## src/rtl/lab3_stream_decoder.sv

```systemverilog
// lab3_stream_decoder: recovers c = ~(x ^ (a|b)) per sample, packs LSB-first words, flags y != a^b
module lab3_stream_decoder #(
  parameter int WIDTH = 8,
  parameter int ERRW  = 8
) (
  input  logic             clk,
  input  logic             rst_n,
  input  logic             flush,
  input  logic             in_valid,
  output logic             in_ready,
  input  logic             a,
  input  logic             b,
  input  logic             x,
  input  logic             y,
  output logic             out_valid,
  input  logic             out_ready,
  output logic [WIDTH-1:0] out_data,
  output logic             out_err,
  output logic [ERRW-1:0]  err_cnt
);
  localparam int CW = $clog2(WIDTH);
  typedef enum logic {COLLECT, HOLD} state_t;
  state_t state_q, state_d;
  logic [CW-1:0] cnt_q, cnt_d;
  logic [WIDTH-1:0] shift_q, shift_d, data_q, data_d, word;
  logic sticky_q, sticky_d, err_q, err_d, c, e, in_xfer;
  logic [ERRW-1:0] err_cnt_q, err_cnt_d;
  assign in_ready  = (state_q == COLLECT) & ~flush;
  assign out_valid = (state_q == HOLD);
  assign out_data  = data_q;
  assign out_err   = err_q;
  assign err_cnt   = err_cnt_q;
  assign c       = ~(x ^ (a | b));
  assign e       = y ^ (a ^ b);
  assign in_xfer = in_valid & in_ready;
  assign word    = shift_q | ({{(WIDTH-1){1'b0}}, c} << cnt_q);
  always_comb begin
    state_d   = state_q;
    cnt_d     = cnt_q;
    shift_d   = shift_q;
    sticky_d  = sticky_q;
    data_d    = data_q;
    err_d     = err_q;
    err_cnt_d = err_cnt_q;
    if (state_q == HOLD) begin
      if (out_ready) begin
        state_d   = COLLECT;
        err_cnt_d = (err_q && !(&err_cnt_q)) ? err_cnt_q + 1'b1 : err_cnt_q;
      end
    end else if (flush) begin
      cnt_d    = '0;
      shift_d  = '0;
      sticky_d = 1'b0;
    end else if (in_xfer) begin
      // Last bit: hand the completed word to the output register and start fresh
      if (cnt_q == CW'(WIDTH - 1)) begin
        state_d  = HOLD;
        data_d   = word;
        err_d    = sticky_q | e;
        cnt_d    = '0;
        shift_d  = '0;
        sticky_d = 1'b0;
      end else begin
        cnt_d    = cnt_q + 1'b1;
        shift_d  = word;
        sticky_d = sticky_q | e;
      end
    end
  end
  always_ff @(posedge clk) begin
    if (!rst_n) begin
      state_q   <= COLLECT;
      cnt_q     <= '0;
      shift_q   <= '0;
      sticky_q  <= 1'b0;
      data_q    <= '0;
      err_q     <= 1'b0;
      err_cnt_q <= '0;
    end else begin
      state_q   <= state_d;
      cnt_q     <= cnt_d;
      shift_q   <= shift_d;
      sticky_q  <= sticky_d;
      data_q    <= data_d;
      err_q     <= err_d;
      err_cnt_q <= err_cnt_d;
    end
  end
endmodule

```

## config.mk

```make
export PLATFORM = sky130hd
export DESIGN_NAME = lab3_stream_decoder
export DESIGN_NICKNAME = d
export VERILOG_FILES = /design/src/rtl/lab3_stream_decoder.sv
export SDC_FILE = /design/constraint.sdc
export NUM_CORES = 1
export LEC_CHECK = 0
export CORE_ASPECT_RATIO = 1.4
export CORE_MARGIN = 2
export CORE_UTILIZATION = 35
export DETAILED_ROUTE_END_ITERATION = 8
export PLACE_DENSITY_LB_ADDON = 0.12
export RECOVER_POWER = 25
export SLEW_MARGIN = 20
export SYNTH_ARGS = -nofsm -noshare
export SYNTH_HDL_FRONTEND = slang
export SYNTH_SLANG_ARGS = --single-unit
export TNS_END_PERCENT = 1
```

## constraint.sdc

```tcl
create_clock -name clk -period 1.6 [get_ports clk]
set_input_delay 0.16 -clock clk [delete_from_list [all_inputs] [get_ports clk]]
set_output_delay 0.16 -clock clk [all_outputs]
set_load 0.03 [all_outputs]
```

==> flow_metrics.py, run 1 <==
metrics = {
    "status": {
        "status": "finished, final reports clean",
    },
    "setup_path": {
        "critPathBufInv": 1,
        "crit_path_top_delay_cell": "clkdlybuf4s50_1",
        "cp_top_family": "buffers and inverters",
        "endpoint": "err_cnt[1]",
        "critical_path_class": "flop to primary output",
        "reg2regPathDepth": 6,
        "critical_path.max_stage_delay_ns": 0.69,
        "crit_start": "err_cnt[1]$_SDFFE_PN0P_",
        "critical_path_depth": 1,
        "worstPathArrival_ns": 1.36,
        "rrSetupSlack_ns": 0.12,
        "reg2reg_to": "shift_q[1]$_SDFFE_PN0P_",
        "cp_max_fo": 5,
        "crit_path_end_kind": "primary output",
        "rr_startpoint": "cnt_q[0]$_SDFFE_PN0P_",
        "worstPathCellList": "clkdlybuf4s50_1",
        "required_ns": 1.44,
        "worstSetupStartpointType": "flop",
    },
    "pwr": {
        "sequentialPowerShare_pct": 50.5,
        "p_sw_mw": 0.340,
        "power.density_nw_per_um2": 826,
        "ir_drop_mv": 0.598,
        "switching_share_pct": 22.8,
        "intPower_mw": 1.15,
        "p_clk_share_pct": 41.5,
        "power_frac_comb_pct": 7.9,
        "p_leak_nw": 0.655,
    },
    "worst_hold_path": {
        "hold_class": "flop to flop",
    },
    "routing": {
        "vias": 1291,
        "wl_per_cell_um": 15.1,
        "via_per_inst": 5.59,
        "drt_iter0_markers": 44,
        "drtPass1Iterations": 4,
        "drc": 0,
        "antenna_left": 0,
        "totalWireLength_mm": 3.49,
    },
    "timing": {
        "max-slew-margin-rel_pct": 65.8,
        "setup_tns_ns": 0,
        "final_min_period_over_clock_period_pct": 95.2,
        "worstMarginPinSlew_ns": 0.513,
        "rsz0062_at_grt": "false",
        "maxSlewViolCount": 0,
        "fin_worst_skew_ns": 0.0100,
        "max_freq_mhz": 656,
        "setup_violations": 0,
        "setup_ws_ns": 0.0760,
        "fin_crit_ns": 1.52,
        "finalHoldViolCount": 0,
    },
    "synthesis": {
        "synthTopCellsByArea": "dfxtp_1 (45%), a21oi_1 (7.1%), a31oi_1 (3.7%), ha_1 (3.7%), mux2i_1 (3.7%)",
        "yosys.area.top_type": "dfxtp_1",
        "ys_seq_elements": 30,
        "synthTopCellsByCount": "dfxtp_1 (30), a21oi_1 (19), nor3_1 (10)",
        "synth-async-reset-ratio_pct": 0,
        "synth.cell_area_um2": 1340,
        "yosysUniqueCellTypes": 32,
        "synthCells": 150,
        "syn_area_per_cell_um2": 8.93,
        "synthesis.nets": 163,
        "synth_ff_type": "dfxtp_1",
        "ys.warnings.count": 0,
        "yosysMostFrequentCell": "dfxtp_1",
        "synth_edf_count": 0,
        "ys_seq_area_share_pct": 44.8,
        "yosys.area.top_type_share_pct": 44.8,
    },
    "clock_network": {
        "cts_setup_buffers": 0,
        "cts_buffers": 5,
        "cts_buffer_depth": 2,
        "h-tree-depth": 2,
        "numClockSinks": 30,
        "clkTransAtPathRegs_ns": 0.07,
        "ctsHoldBuffers": 0,
        "root_buffer": "clkbuf_8",
        "clock_latency_ns": 0.28,
        "cts_tree": "built",
    },
    "final_layout": {
        "num_antenna_cells": 0,
        "syn_to_final_growth_pct": 34.6,
        "final_nets": 201,
        "stdcell_area_um2": 1800,
        "drive_above_1_share_pct": 14.3,
    },
    "placement": {
        "place_ws_ns": -0.378,
        "portBuffers": 27,
        "place_area_um2": 1700,
        "gp_congestion": 0.826,
        "place_hpwl_mm": 2.39,
    },
    "floorplan": {
        "coreArea_um2": 3680,
        "die_area_um2": 4350,
        "rows": 26,
        "io-pin-count": 28,
        "initial_utilization_pct": 36.5,
        "fp.dieH_um": 77.2,
        "dieWidth_um": 56.3,
    },
    "global_routing": {
        "grt_pass1_wl_mm": 5.73,
        "met1_usage_pct": 19.0,
        "first_global_vias": 1251,
        "top_usage_layer": "met2",
        "gr-total-overflow": 0,
        "antenna_found_initial": 0,
        "met3_usage_pct": 5.23,
        "grt_max_degree": 20,
        "grtUsageTotal_pct": 17.0,
        "use_met2_pct": 29.8,
    },
    "flow_run": {
        "maxCapViolCount": 0,
    },
}
==> stage by stage <==
stage          power, mW  instances  util (%)  hold slack (ns)
2_1_floorplan      0.825        150         -            0.308
3_3_place_gp       0.877        222      46.3            0.460
3_5_place_dp       0.881        222      46.3            0.468
4_1_cts             1.51        230      49.2            0.476
5_1_grt             1.55        231      49.1            0.529
6_report            1.49        231      49.1            0.492
==> cell usage in the layout, fill, tap and decap left out, types with 3 or more instances in the layout <==
master           Yosys  layout
a211oi_1             6       6
a21oi_1             19      19
a31oi_1              8       7
a41oi_1              3       3
and3_1               3       3
buf_4                0       9
clkbuf_1             1       7
clkbuf_8             0       6
clkdlybuf4s50_1      0      19
dfxtp_1             30      30
ha_1                 4       3
inv_1                5       5
mux2i_1              5       5
nand2_1              8       8
nand2b_1             3       3
nand3_1              3       3
nor2_1               9       9
nor3_1              10      10
o21ai_0              9       8
==> timing repair <==
item                       CTS  global route
gates cloned                 0             1
setup endpoints to repair   13            19
resized for setup            3            15
pin swaps                    0             0
==> cells by family (layout without fill, tap and decap cells) <==
| logic type | after synthesis | in the layout | share of synthesized area [%] |
|---|---|---|---|
| DFF | 30 | 30 | 44.8 |
| muxes | 5 | 5 | 3.73 |
| xor gates and xnor gates | 2 | 2 | 1.31 |
| adders and majority gates | 4 | 4 | 3.73 |
| AOI/OAI and AO/OA | 50 | 50 | 22.7 |
| buffers and inverters | 13 | 52 | 4.67 |
| and+or+nand+nor | 46 | 46 | 19.0 |
==> power by group through the flow <==
stage	combinational (mW)	sequential, mW	clock [mW]
finish	0.118	0.753	0.619
global route	0.130	0.753	0.670
CTS	0.115	0.753	0.639
detailed placement	0.111	0.770	0
global placement	0.107	0.770	0
floorplan	0.0545	0.771	0
==> worst min-delay path: stages, from the launching register on <==
cell	delay, ns
dfxtp_1	0.30
o21ai_0	0.08
a21oi_1	0.06
==> layout make-up <==
cell class,count,area (um2)
fillers,376,1870
multi-input cells,107,721
flip-flops and latches,30,601
repair buffers,38,317
clock buffers,7,86.3
well taps,42,52.6
inverters,6,22.5
clock inverters,1,5.00
==> layer usage <==
metal  routed length, um  vias to the layer above
met4                  67                        0
met2                1910                       38
met3                 138                        7
met1                1370                      616
met5                   0                        -
li1                    -                      630
==> state kept, by name (all words and copies together) (netlist names) <==
name       flops
cnt_q          3
sticky_q       1
out_data       8
shift_q        8
out_err        1
out_valid      1
err_cnt        8
==> worst min path at each step <==
stage	start	endpoint	depth (start not counted)
global placement	sticky_q$_SDFFE_PN0P_	sticky_q$_SDFFE_PN0P_	2
global route	shift_q[6]$_SDFFE_PN0P_	shift_q[6]$_SDFFE_PN0P_	2
floorplan	rst_n	err_cnt[1]$_SDFFE_PN0P_	2
finish	sticky_q$_SDFFE_PN0P_	sticky_q$_SDFFE_PN0P_	2
detailed placement	sticky_q$_SDFFE_PN0P_	sticky_q$_SDFFE_PN0P_	2
CTS	sticky_q$_SDFFE_PN0P_	sticky_q$_SDFFE_PN0P_	2
(Power assumes the default switching activity.)
==> inputs of run 2 (changes only) <==
--- a/config.mk
+++ b/config.mk
@@ -7,2 +7,3 @@
 export LEC_CHECK = 0
+export ABC_AREA = 1
 export CORE_ASPECT_RATIO = 1.4
--- a/constraint.sdc
+++ b/constraint.sdc
@@ -3,2 +3,2 @@
 set_output_delay 0.16 -clock clk [all_outputs]
-set_load 0.03 [all_outputs]
+set_load 0.01 [all_outputs]
==> run 2 against run 1 <==
Fmax increased by 4.4%. Core utilization decreased by 2.7 points. Cell area increased by 8.2%. Synthesized cell count increased by 40%. Via count increased by 9.1%. Sequential cell count unchanged. Sequential share of layout area decreased by 2.5 points. Routed wire length decreased by 14%. Global-route usage decreased by 2.2 points. Critical endpoint is now in_ready. Highest routed layer unchanged.
==> flow_metrics.py, run 2 <==
metrics = {
    "status": {
        "status": "finished, final reports clean",
    },
    "final_layout": {
        "stdcell_area_um2": 1950,
        "num_antenna_cells": 0,
        "layout_common_cells": "nand2_1 (45), inv_1 (34), dfxtp_1 (30), clkdlybuf4s50_1 (18), a21oi_1 (16)",
        "mostFrequentLayoutCell": "nand2_1",
        "drive_above_1_share_pct": 11.3,
        "final_nets": 261,
        "fill_cells": 435,
        "syn_to_final_growth_pct": 28.6,
    },
    "clock_network": {
        "cts_tree": "built",
        "post_cts_resized": 0,
        "cts_buffer_depth": 2,
        "numClockSinks": 30,
        "h-tree-depth": 2,
        "cts_setup_buffers": 0,
        "ctsHoldBuffers": 0,
        "root_buffer": "clkbuf_8",
        "clkTransAtPathRegs_ns": 0.06,
        "clock_latency_ns": 0.28,
        "cts_buffers": 5,
    },
    "synthesis": {
        "ys_seq_elements": 30,
        "synth_edf_count": 0,
        "synth-xor-area-share_pct": 1.15,
        "yosysUniqueCellTypes": 25,
        "synth.cell_area_um2": 1520,
        "syn_area_per_cell_um2": 7.23,
        "yosys.area.top_type_share_pct": 39.6,
        "synthesis.nets": 223,
        "synth-async-reset-ratio_pct": 0,
        "synthTopCellsByArea": "dfxtp_1 (40%), nand2_1 (11%), inv_1 (8.4%), a21oi_1 (5.3%), nand3_1 (4.9%)",
        "ys_seq_area_share_pct": 39.6,
        "synth_ff_type": "dfxtp_1",
        "yosys.area_share.adder_pct": 3.30,
        "ys.warnings.count": 0,
        "yosys.area.top_type": "dfxtp_1",
        "synth_top_family_by_area": "simple AND/OR/NAND/NOR gates",
        "synthCells": 210,
        "synthTopCellsByCount": "nand2_1 (45), inv_1 (34), dfxtp_1 (30)",
        "yosysMostFrequentCell": "nand2_1",
        "synth-simple-area-share_pct": 31.9,
        "synth-compound-area-share_pct": 13.1,
        "synthMuxAreaShare_pct": 0,
    },
    "setup_path": {
        "required_ns": 1.44,
        "cp_max_fo": 5,
        "critical_path_class": "flop to primary output",
        "worstPathArrival_ns": 1.30,
        "crit_path_end_kind": "primary output",
        "worstSetupStartpointType": "flop",
    },
    "floorplan": {
        "io-pin-count": 28,
        "rows": 28,
        "coreArea_um2": 4200,
        "dieWidth_um": 59.7,
        "fp.dieH_um": 81.9,
        "die_area_um2": 4890,
        "initial_utilization_pct": 36.1,
    },
    "pwr": {
        "power_frac_comb_pct": 7.8,
        "power.density_nw_per_um2": 732,
        "p_clk_share_pct": 39.4,
        "sequentialPowerShare_pct": 52.8,
        "ir_drop_mv": 0.632,
        "switching_share_pct": 23.6,
        "p_sw_mw": 0.336,
        "p_leak_nw": 0.860,
        "intPower_mw": 1.09,
    },
    "routing": {
        "via_per_inst": 4.81,
        "drc": 0,
        "vias": 1408,
        "wl_per_cell_um": 10.3,
        "totalWireLength_mm": 3.02,
        "drtPass1Iterations": 4,
        "drt_iter0_markers": 80,
        "antenna_left": 0,
    },
    "timing": {
        "final_min_period_over_clock_period_pct": 91.2,
        "max_freq_mhz": 685,
        "setup_ws_ns": 0.141,
        "setup_violations": 0,
        "holdWs_ns": 0.461,
        "fin_crit_ns": 1.46,
        "max-slew-margin-rel_pct": 81.4,
        "fin_worst_skew_ns": 0.00455,
        "maxSlewViolCount": 0,
        "worstMarginPinSlew_ns": 0.279,
        "finalHoldViolCount": 0,
        "setup_tns_ns": 0,
        "rsz0062_at_grt": "false",
    },
    "global_routing": {
        "grtUsageTotal_pct": 14.9,
        "grt_pass1_wl_mm": 5.53,
        "first_global_vias": 1310,
        "antenna_found_initial": 0,
        "grt_max_degree": 19,
        "gr-total-overflow": 0,
    },
    "placement": {
        "gp_congestion": 0.749,
        "place_hpwl_mm": 2.34,
        "portBuffers": 27,
        "place_ws_ns": 0.0287,
        "place_area_um2": 1870,
    },
    "flow_run": {
        "maxCapViolCount": 0,
    },
    "worst_hold_path": {
        "hold_class": "flop to flop",
    },
}
[run 2: cell types whose count changed after synthesis, moves of 4 or more]
cell	change
a211oi_1	-6
a31oi_1	-8
buf_2	-4
inv_1	+29
mux2i_1	-5
nand2_1	+37
nand3_1	+12
nand4_1	+12
nor2_1	+6
nor3_1	-9
o21a_1	+8
[run 2: path summary, 6_finish.rpt]
kind,slack [ns],end,startpoint,cells after the start
setup reg to reg,0.22,err_cnt[7]$_SDFFE_PN0P_,err_cnt[0]$_SDFFE_PN0P_,8
hold / removal,0.46,sticky_q$_SDFFE_PN0P_,sticky_q$_SDFFE_PN0P_,2
setup / recovery,0.14,in_ready,out_valid$_SDFF_PN0_,2
hold reg to reg,0.46,sticky_q$_SDFFE_PN0P_,sticky_q$_SDFFE_PN0P_,2
[run 2: power by group through the flow]
stage / clock network (mW) / registers, mW / logic, mW
after floorplan: 0 / 0.772 / 0.0599
after global placement: 0 / 0.771 / 0.111
after detailed placement: 0 / 0.771 / 0.113
after CTS: 0.589 / 0.754 / 0.113
after global routing: 0.606 / 0.754 / 0.127
final: 0.563 / 0.754 / 0.111
[run 2: layer usage]
metal  vias up  global-route usage, %  wire [um]
met2        23                   26.5       1570
met5         -                      0          0
met3         4                   3.78         83
met4         0                   6.00         47
met1       630                   16.4       1310
li1        751                      -          -
[run 2: area by class of cell]
cell class	count	area, um2	share of cell area [%]
Inverter	36	135	6.92
Clock inverter	2	10.0	0.513
Multi-Input combinational cell	140	751	38.5
Tap cell	45	56.3	2.88
Clock buffer	5	68.8	3.53
Sequential cell	30	601	30.8
Timing Repair Buffer	35	330	16.9
[run 2: metrics by stage]
stage / util (%) / std cells / total power [mW]
floorplan: - / 210 / 0.832
global placement: 44.6 / 286 / 0.882
detailed placement: 44.6 / 286 / 0.883
CTS: 46.4 / 293 / 1.46
global route: 46.4 / 293 / 1.49
finish: 46.4 / 293 / 1.43
[run 2: cells by family (layout without fill, tap and decap cells)]
kind of cell               after synthesis  after routing
AOI/OAI and AO/OA                       35             35
xor gates and xnor gates                 2              2
adders and majority gates                4              4
buffers and inverters                   40             78
DFF                                     30             30
and+or+nand+nor                         99             99
[run 2: critical path: stages (launching register included)]
cell and delay [ns]:
dfxtp_1 0.35, nor2_2 0.12, clkdlybuf4s50_1 0.55
